<file path="config.mk">
export PLATFORM = sky130hd
export DESIGN_NAME = ultrasonic_ranger
export DESIGN_NICKNAME = d
export VERILOG_FILES = /design/src/rtl/ranger_pkg.sv /design/src/rtl/echo_conditioner.sv /design/src/rtl/ultrasonic_ranger.sv
export SDC_FILE = /design/constraint.sdc
export NUM_CORES = 1
export LEC_CHECK = 0
export BUFFER_PORTS_ARGS = -buffer_cell sky130_fd_sc_hd__buf_2
export CORE_ASPECT_RATIO = 2
export CORE_MARGIN = 4
export CORE_UTILIZATION = 53
export DETAILED_ROUTE_END_ITERATION = 7
export MAX_ROUTING_LAYER = met4
export PLACE_DENSITY = 0.76
export SLEW_MARGIN = 40
export SYNTH_ARGS = -nofsm -noshare
export SYNTH_HDL_FRONTEND = slang
export SYNTH_SLANG_ARGS = --single-unit
</file>
<file path="constraint.sdc">
create_clock -name clk -period 2.8 [get_ports clk]
set_clock_uncertainty 0.2 [all_clocks]
set_input_delay 0.42 -clock clk [delete_from_list [all_inputs] [get_ports clk]]
set_output_delay 0.42 -clock clk [all_outputs]
set_load 0.01 [all_outputs]
</file>
<file path="src/rtl/ranger_pkg.sv">
`default_nettype none
// ============================================================================
// Module      : ranger_pkg
// Description : Shared FSM state type and 50 MHz default timings for the
//               ultrasonic ranger.
// Revision    : 1.0 - initial release
// ============================================================================
package ranger_pkg;

    typedef enum logic [2:0] {
        S_IDLE    = 3'd0,
        S_TRIG    = 3'd1,
        S_WAIT    = 3'd2,
        S_MEASURE = 3'd3,
        S_HOLDOFF = 3'd4
    } state_t;

    localparam int          DEF_CNT_W       = 32;
    localparam int unsigned DEF_TRIG_CYC    = 500;
    localparam int unsigned DEF_WAIT_MAX    = 1_500_000;
    localparam int unsigned DEF_ECHO_MAX    = 1_900_000;
    localparam int unsigned DEF_HOLDOFF_CYC = 2_500_000;
    localparam int          DEF_FILT_CYC    = 4;

    // True when v is representable in an unsigned field of w bits.
    function automatic bit fits_width(input longint unsigned v, input int w);
        return (w >= 64) || ((v >> w) == 64'd0);
    endfunction

endpackage : ranger_pkg
`default_nettype wire

</file>
<file path="src/rtl/echo_conditioner.sv">
`default_nettype none
// ============================================================================
// Module      : echo_conditioner
// Description : Two-flop synchroniser for the raw echo pin, plus an optional
//               FILT_CYC-cycle deglitch filter enabled by RANGER_FILTER_EN.
// Revision    : 1.0 - initial release
// ============================================================================
module echo_conditioner #(
    parameter int FILT_CYC = 4
) (
    input  logic clk,
    input  logic rst_n,
    input  logic echo,
    output logic echo_f
);

    logic sync_1;
    logic echo_s;

    if (FILT_CYC < 1) begin : g_filt_check
        $error("echo_conditioner: FILT_CYC must be at least 1");
    end

    always_ff @(posedge clk or negedge rst_n) begin
        if (!rst_n) begin
            sync_1 <= 1'b0;
            echo_s <= 1'b0;
        end else begin
            sync_1 <= echo;
            echo_s <= sync_1;
        end
    end

`ifdef RANGER_FILTER_EN
    localparam int FW = $clog2(FILT_CYC + 1);

    logic [FW-1:0] filt_cnt;
    logic          filt;

    // Both edges need FILT_CYC disagreeing samples, so pulse width is preserved.
    always_ff @(posedge clk or negedge rst_n) begin
        if (!rst_n) begin
            filt_cnt <= '0;
            filt     <= 1'b0;
        end else if (echo_s != filt) begin
            if (filt_cnt == FW'(FILT_CYC - 1)) begin
                filt     <= echo_s;
                filt_cnt <= '0;
            end else begin
                filt_cnt <= filt_cnt + FW'(1);
            end
        end else begin
            filt_cnt <= '0;
        end
    end

    assign echo_f = filt;
`else
    assign echo_f = echo_s;
`endif

endmodule : echo_conditioner
`default_nettype wire

</file>
<file path="src/rtl/ultrasonic_ranger.sv">
`default_nettype none
// ============================================================================
// Module      : ultrasonic_ranger
// Description : HC-SR04-class range controller: trigger generation, echo
//               width measurement, timeouts and hold-off. RANGER_FILTER_EN
//               enables the echo deglitch filter.
// Revision    : 1.0 - initial release
// ============================================================================
module ultrasonic_ranger
    import ranger_pkg::*;
#(
    parameter int          CNT_W       = DEF_CNT_W,
    parameter int unsigned TRIG_CYC    = DEF_TRIG_CYC,
    parameter int unsigned WAIT_MAX    = DEF_WAIT_MAX,
    parameter int unsigned ECHO_MAX    = DEF_ECHO_MAX,
    parameter int unsigned HOLDOFF_CYC = DEF_HOLDOFF_CYC,
    parameter int          FILT_CYC    = DEF_FILT_CYC
) (
    input  logic             clk,
    input  logic             rst_n,
    input  logic             start,
    input  logic             cont,
    input  logic             echo,
    output logic             trigger,
    output logic             busy,
    output logic             valid,
    output logic [CNT_W-1:0] distance,
    output logic             timeout
);

    if (!fits_width(TRIG_CYC, CNT_W) || !fits_width(WAIT_MAX, CNT_W) ||
        !fits_width(ECHO_MAX, CNT_W) || !fits_width(HOLDOFF_CYC, CNT_W) ||
        TRIG_CYC == 0 || WAIT_MAX == 0 || ECHO_MAX == 0 || HOLDOFF_CYC == 0)
    begin : g_param_check
        $error("ultrasonic_ranger: timing parameter zero or too wide for CNT_W");
    end

    localparam logic [CNT_W-1:0] TRIG_LAST = CNT_W'(TRIG_CYC - 1);
    localparam logic [CNT_W-1:0] WAIT_LAST = CNT_W'(WAIT_MAX - 1);
    localparam logic [CNT_W-1:0] ECHO_LAST = CNT_W'(ECHO_MAX - 1);
    localparam logic [CNT_W-1:0] ECHO_SAT  = CNT_W'(ECHO_MAX);
    localparam logic [CNT_W-1:0] HOLD_LAST = CNT_W'(HOLDOFF_CYC - 1);

    state_t           state;
    logic [CNT_W-1:0] cnt;
    logic             echo_f;
    logic             echo_prev;

    echo_conditioner #(
        .FILT_CYC (FILT_CYC)
    ) u_echo_conditioner (
        .clk    (clk),
        .rst_n  (rst_n),
        .echo   (echo),
        .echo_f (echo_f)
    );

    always_ff @(posedge clk or negedge rst_n) begin
        if (!rst_n) begin
            state     <= S_IDLE;
            cnt       <= '0;
            trigger   <= 1'b0;
            busy      <= 1'b0;
            valid     <= 1'b0;
            distance  <= '0;
            timeout   <= 1'b0;
            echo_prev <= 1'b0;
        end else begin
            echo_prev <= echo_f;
            valid     <= 1'b0;
            case (state)
                S_IDLE: begin
                    if (start || cont) begin
                        state   <= S_TRIG;
                        cnt     <= '0;
                        trigger <= 1'b1;
                        busy    <= 1'b1;
                    end
                end
                S_TRIG: begin
                    if (cnt == TRIG_LAST) begin
                        state   <= S_WAIT;
                        cnt     <= '0;
                        trigger <= 1'b0;
                    end else begin
                        cnt <= cnt + CNT_W'(1);
                    end
                end
                S_WAIT: begin
                    // Edge-qualified so an echo already high on entry is ignored.
                    if (echo_f && !echo_prev) begin
                        state <= S_MEASURE;
                        cnt   <= CNT_W'(1);
                    end else if (cnt == WAIT_LAST) begin
                        state    <= S_HOLDOFF;
                        cnt      <= '0;
                        valid    <= 1'b1;
                        distance <= '0;
                        timeout  <= 1'b1;
                    end else begin
                        cnt <= cnt + CNT_W'(1);
                    end
                end
                S_MEASURE: begin
                    if (!echo_f) begin
                        state    <= S_HOLDOFF;
                        cnt      <= '0;
                        valid    <= 1'b1;
                        distance <= cnt;
                        timeout  <= 1'b0;
                    end else if (cnt == ECHO_LAST) begin
                        state    <= S_HOLDOFF;
                        cnt      <= '0;
                        valid    <= 1'b1;
                        distance <= ECHO_SAT;
                        timeout  <= 1'b1;
                    end else begin
                        cnt <= cnt + CNT_W'(1);
                    end
                end
                S_HOLDOFF: begin
                    if (cnt == HOLD_LAST) begin
                        state <= S_IDLE;
                        cnt   <= '0;
                        busy  <= 1'b0;
                    end else begin
                        cnt <= cnt + CNT_W'(1);
                    end
                end
                default: begin
                    state   <= S_IDLE;
                    cnt     <= '0;
                    trigger <= 1'b0;
                    busy    <= 1'b0;
                end
            endcase
        end
    end

endmodule : ultrasonic_ranger
`default_nettype wire

</file>
---- After elaboration in Yosys (flattened, before gate mapping) ----
Index checks and enable logic that the tools add are counted.
word-level totals
  register bits ........................... 74
  bits in latches ......................... 0
  memory bits (writable) .................. 0
  ROM bits ................................ 0
  input bits .............................. 5
  output and inout port bits .............. 36
  word-level logic and storage cells ...... 75
  memories ................................ 0
cells by class
  add/subtract/negate cells ............... 1
  multiply operators ...................... 0
  div/mod/pow operators ................... 0
  magnitude comparators ................... 0
  eq/ne operators ......................... 15
  shifts and indexed selects .............. 0
  mux-type cells .......................... 36
  bitwise operators ....................... 2
  reduce and logical (&&, ||, !) cells .... 11
operators by type and width
  operator                                                                 count
  32-bit two-way mux                                                       11
  32-bit one-hot mux with 5 select lines                                   1
  32-bit by 21-bit equality test with 1-bit output, second input constant  2
  32-bit one-hot mux with 2 select lines                                   1
  32-bit by 1-bit adder with 32-bit output, second input constant          1
  32-bit by 22-bit equality test with 1-bit output, second input constant  1
  32-bit by 9-bit equality test with 1-bit output, second input constant   1
  3-bit two-way mux                                                        7
  3-bit one-hot mux with 5 select lines                                    1
  1-bit two-way mux                                                        11
  2-bit inequality test, second input constant                             5
  3-bit by 2-bit equality test with 1-bit output, second input constant    2
  3-bit inequality test, second input constant                             2
  1-bit one-hot mux with 3 select lines                                    2
  3-bit AND reduction                                                      2
  3-bit OR reduction                                                       2
  5-bit AND reduction                                                      1
  1-bit one-hot mux with 2 select lines                                    2
  4-bit AND reduction                                                      1
  3-bit by 1-bit equality test with 1-bit output, second input constant    1
  3-bit equality test, second input constant                               1
  3-bit logical NOT                                                        1
  1-bit NOT                                                                2
  2-bit nonzero test                                                       1
  other kinds (3)                                                          3

---- Logic depth before layout (Yosys ltp) ----
  depth in word-level cells ............... 4
  mapped depth ............................ 8
  mapped depth without buffers ............ 7

---- Cells and area by module ----
A second synthesis with hierarchy kept.
second synthesis, totals
  cells, all modules ...................... 380
  area total of the unflattened synthesis .. 3748.6 µm²
by module, submodules not included
  module             times used  cells each  area an instance (µm²)  seq. area each (µm²)
  ultrasonic_ranger  1           378         3698.5                  1801.7
  echo_conditioner   1           2           50.0                    50.0

---- Worst setup path after synthesis ----
Ideal clock, no wire load.
  kind .................................... register to register
  start point ............................. reg cnt[0]
  end point ............................... reg cnt[8]
  library setup time ...................... 119 ps
  arrival time ............................ 2444 ps
  required time ........................... 2481 ps
  path slack .............................. 37 ps
  cell stages (with the launch flop) ...... 9
  path buffers ............................ 1
  period minus slack after synthesis ...... 2763 ps
  cell sequence ........................... dfrtp_1 ha_1 nand4_1 or4_1 o41ai_4 o2bb2ai_4 nor3_4 buf_6 nor2_2
on the way
  word-level cells in the longest chain between the ends .. 4
  elaborated cells on any way between the ends .. 12
  those cells by class .................... add/sub (1); eq/ne (4); mux (7)
RTL lines
  what                                                                    RTL line                                           RTL
  from (decl)                                                             ultrasonic_ranger.sv:45                            logic [CNT_W-1:0] cnt;
  from (signal assigned)                                                  ultrasonic_ranger.sv:86                            cnt <= cnt + CNT_W'(1);
  from (signal assigned)                                                  ultrasonic_ranger.sv:101                           cnt <= cnt + CNT_W'(1);
  from (signal assigned)                                                  ultrasonic_ranger.sv:118                           cnt <= cnt + CNT_W'(1);
  32-bit by 1-bit adder with 32-bit output, or another cell as far along  --
  32-bit two-way mux (on tied branches)                                   ultrasonic_ranger.sv:111, ultrasonic_ranger.sv:94
  32-bit two-way mux (on tied branches)                                   ultrasonic_ranger.sv:105, ultrasonic_ranger.sv:91
  32-bit one-hot mux with 5 select lines *                                ultrasonic_ranger.sv:71                            case (state)
Every way passes the cells marked *; elsewhere a longest branch is shown, timed or not.
A chain may end at the register's enable or synchronous reset.

---- Worst setup path after layout ----
  start point ............................. reg cnt[16]
  end point ............................... reg distance[29]
on the way
  word-level cells in the longest chain between the ends .. 3
  elaborated cells on any way between the ends .. 5
  those cells by class .................... eq/ne (4); reduce/logical (1)
RTL lines
  what                                                                                    RTL line                                           RTL
  32-bit by 21-bit equality test with 1-bit output (on tied branches)                     ultrasonic_ranger.sv:111, ultrasonic_ranger.sv:94
  3-bit inequality test (no source line) / 2-bit inequality test (equally long branches)  --
  4-bit AND reduction (no source line) *                                                  --
  to (signal assigned)                                                                    ultrasonic_ranger.sv:109                           distance <= cnt;
  to (decl)                                                                               ultrasonic_ranger.sv:27                            output logic [CNT_W-1:0] distance,
Marked as above.

==> impl_metrics.csv <==
group,metric,value,unit
run_status,status,"finished, final reports clean",
power_and_ir_drop,powerDensity,494,mW/mm2
finish,final_cell_mix,"dfrtp_1, nand2_1, buf_4",
detailed_routing,route.detailed.drc,0,
global_route,overflow,0,
power_and_ir_drop,p_comb_share,2.5,%
timing,fin_hold_ws,0.153,ns
synth,syn_inst,404,
timing,drv_slew,0,
detailed_routing,wl_per_cell,17.5,um
worst_setup_path,cpPeakStageDelay,0.54,ns
place,portBuffers,40,
floorplanning,die_area,0.00866,mm2
timing,period_minus_slack,2.68,ns
synth,syn_avg_cell_area,9.40,um2
worst_setup_path,cp-end-kind,"register",
floorplanning,fp-row-count,43,
worst_setup_path,crit_arrival,2.70,ns
place,placed_area,0.00430,mm2
detailed_routing,ant_nets,0,
power_and_ir_drop,p_clk_share,50.2,%
finish,nFillCells,558,
place,dp_hpwl,7.32,mm
clock_tree,cts-root-buf,"clkbuf_16",
finish,area_growth_syn_to_layout,21.9,%
min_path,hold_path_class,"register to register",
synth,seq_area_frac_synth,48.8,%
detailed_routing,avgViaCountPerCell,5.84,
power_and_ir_drop,p_int,1830,uW
finish,antenna_cells,0,
job,cap_viol_max_count,0,
timing,hold_viol,0,
detailed_routing,drt_pass1_iterations,4,
floorplanning,die_h,128,um
finish,num-nets-final,477,
timing,tightest_slew,0.680,ns
finish,drive_above_1_share,24.4,%
timing,rsz0062_at_grt,"false",
synth,syn-cell-area,0.00380,mm2
clock_tree,cts_tree,"built",
power_and_ir_drop,power_frac_seq,47.3,%
clock_tree,htreeDepth,3,
global_route,grt_pass1_vias,3296,
floorplanning,io_pins,41,
synth,synthFlopType,"dfrtp_1",
timing,setup_viol_count_final,0,
detailed_routing,vias,3305,
worst_setup_path,path_cells,"nor3_1 -> nand4_1 -> o41ai_4 -> buf_4 -> a21boi_4 -> a22o_1",
clock_tree,cts_sinks,74,
place,gp_congestion,0.918,
worst_setup_path,crit_required,2.82,ns
timing,max_freq,0.373,GHz
timing,slew_headroom,54.6,%
timing,min_period_over_period,95.9,%
floorplanning,start_util,54.7,%
worst_setup_path,slowest_stage,"o41ai_4",
global_route,grt_pass1_wl,16.3,mm
synth,synth_edf_count,0,
synth,yosys_warnings,0,
finish,multi_input_area,0.00176,mm2
clock_tree,numCtsBuffers,9,
power_and_ir_drop,p_leak,0.00214,uW
worst_setup_path,worst_setup_path_start_kind,"register",
finish,design_area,0.00463,mm2
detailed_routing,drtIter0Drc,280,
power_and_ir_drop,switching_share,19.9,%
synth,ys_ff_latch,74,
global_route,track_usage,25.8,%
clock_tree,cts_max_path_buffers,2,
synth,async_flop_share,100,%
synth,syn-num-nets,410,
finish,seq_area,0.00185,mm2
synth,synth_cell_type_count,52,
worst_setup_path,cp_max_fo,24,
global_route,grt_antenna_before_repair,0,
finish,final_common_cell,"dfrtp_1",
floorplanning,chipWidth,67.8,um
worst_setup_path,timing.critical_path.buf_inv,1,
power_and_ir_drop,max-vdd-ir-drop,0.000466,V
global_route,grt_max_degree,42,
power_and_ir_drop,net-switching-power,455,uW
worst_setup_path,path_class,"register to register",
floorplanning,coreArea,0.00694,mm2
worst_setup_path,critPathTopFamily,"compound AO/OA/AOI/OAI gates",
timing,setup_tns,0,ns
clock_tree,clkSlewWorstSetupHoldPaths,0.06,ns
clock_tree,clock_latency,0.34,ns
detailed_routing,routed_wl,9.88,mm
## power by group through the flow
stage	Clock, uW	Sequential [uW]	Combinational (uW)
3_3_place_gp	0	1100	52.9
6_report	1150	1080	56.8
3_5_place_dp	0	1100	54.5
5_1_grt	1200	1080	64.1
4_1_cts	1160	1080	56.7
2_1_floorplan	0	1100	18.3
## cell usage after synthesis (all sizes together), types with 4 or more instances
| library cell | instances | area (um2) |
|---|---|---|
| clkbuf | 13 | 50.0 |
| o211ai | 5 | 37.5 |
| a21oi | 14 | 70.1 |
| nand2b | 4 | 25.0 |
| buf | 14 | 95.1 |
| xor2 | 4 | 35.0 |
| and2 | 6 | 37.5 |
| inv | 13 | 48.8 |
| o22ai | 8 | 50.1 |
| xnor2 | 12 | 105 |
| a22o | 19 | 166 |
| o21ai | 15 | 75.1 |
| nor4 | 8 | 62.6 |
| nand2 | 57 | 214 |
| nor2 | 44 | 190 |
| nand3 | 13 | 65.1 |
| nor3 | 27 | 146 |
| nand4 | 15 | 93.8 |
| dfrtp | 74 | 1850 |
## cell families (layout without fill, tap and decap cells)
group	count (synthesis)	in the layout	share of synthesized area [%]
xor gates and xnor gates	16	16	3.69
muxes	1	1	0.264
buffers and inverters	40	112	5.11
DFF	74	74	48.8
AOI/OAI and AO/OA	73	73	14.5
and+or+nand+nor	199	199	27.4
adders and majority gates	1	1	0.330
## worst paths after layout
check	startpoint	endpoint	slack, ns	depth (start not counted)
worst min-delay path	u_echo_conditioner.sync_1$_DFF_PN0_	u_echo_conditioner.echo_f$_DFF_PN0_	0.15	0
worst min register to register	u_echo_conditioner.sync_1$_DFF_PN0_	u_echo_conditioner.echo_f$_DFF_PN0_	0.15	0
max in group asynchronous	rst_n	cnt[18]$_DFFE_PN0P_	1.45	3
worst max register to register	cnt[16]$_DFFE_PN0P_	distance[29]$_DFFE_PN0P_	0.12	6
min in group asynchronous	rst_n	timeout$_DFFE_PN0P_	0.38	2
worst max-delay path	cnt[16]$_DFFE_PN0P_	distance[29]$_DFFE_PN0P_	0.12	6
## layer usage
layer  part of all wire [%]  track usage [%]  vias to the layer above
li1                       -                -                     1571
met5                      0                -                        -
met2                     55             44.6                       92
met4                    2.6             9.85                        0
met3                    4.1             4.74                       17
met1                     38             28.6                     1625
## flip-flops by register name (all words and copies together) (netlist names)
name,flops
busy,1
echo_prev,1
trigger,1
distance,32
u_echo_conditioner.echo_f,1
valid,1
u_echo_conditioner.sync_1,1
state,3
timeout,1
cnt,32
## timing repair
| item | CTS | global route |
|---|---|---|
| hold buffers | 2 | 0 |
| cloned | 0 | 0 |
| pin swaps | 1 | 2 |
| hold endpoints to repair | 11 | 0 |
| setup buffers | 0 | 0 |
| endpoints found under the setup margin | 2 | 38 |
| gates resized for setup | 0 | 3 |
## final cells by class
class | instances | area share (%)
Clock buffer | 14 | 5.71
Clock inverter | 2 | 0.757
Inverter | 13 | 1.05
Multi-Input combinational cell | 290 | 38.0
Sequential cell | 74 | 40.0
Tap cell | 90 | 2.43
Timing Repair Buffer | 83 | 12.0
## metrics by stage
stage / power (uW) / std cells / setup WS [ns] / utilization (%)
after global routing: 2340 / 566 / 0.0171 / 66.7
after floorplan: 1120 / 404 / 0.0368 / -
final: 2290 / 566 / 0.116 / 66.7
after CTS: 2300 / 566 / 0.0382 / 66.5
after global placement: 1150 / 548 / 0.0688 / 61.9
after detailed placement: 1150 / 548 / 0.0207 / 61.9
Note: power is estimated with default switching activity, not from simulation.
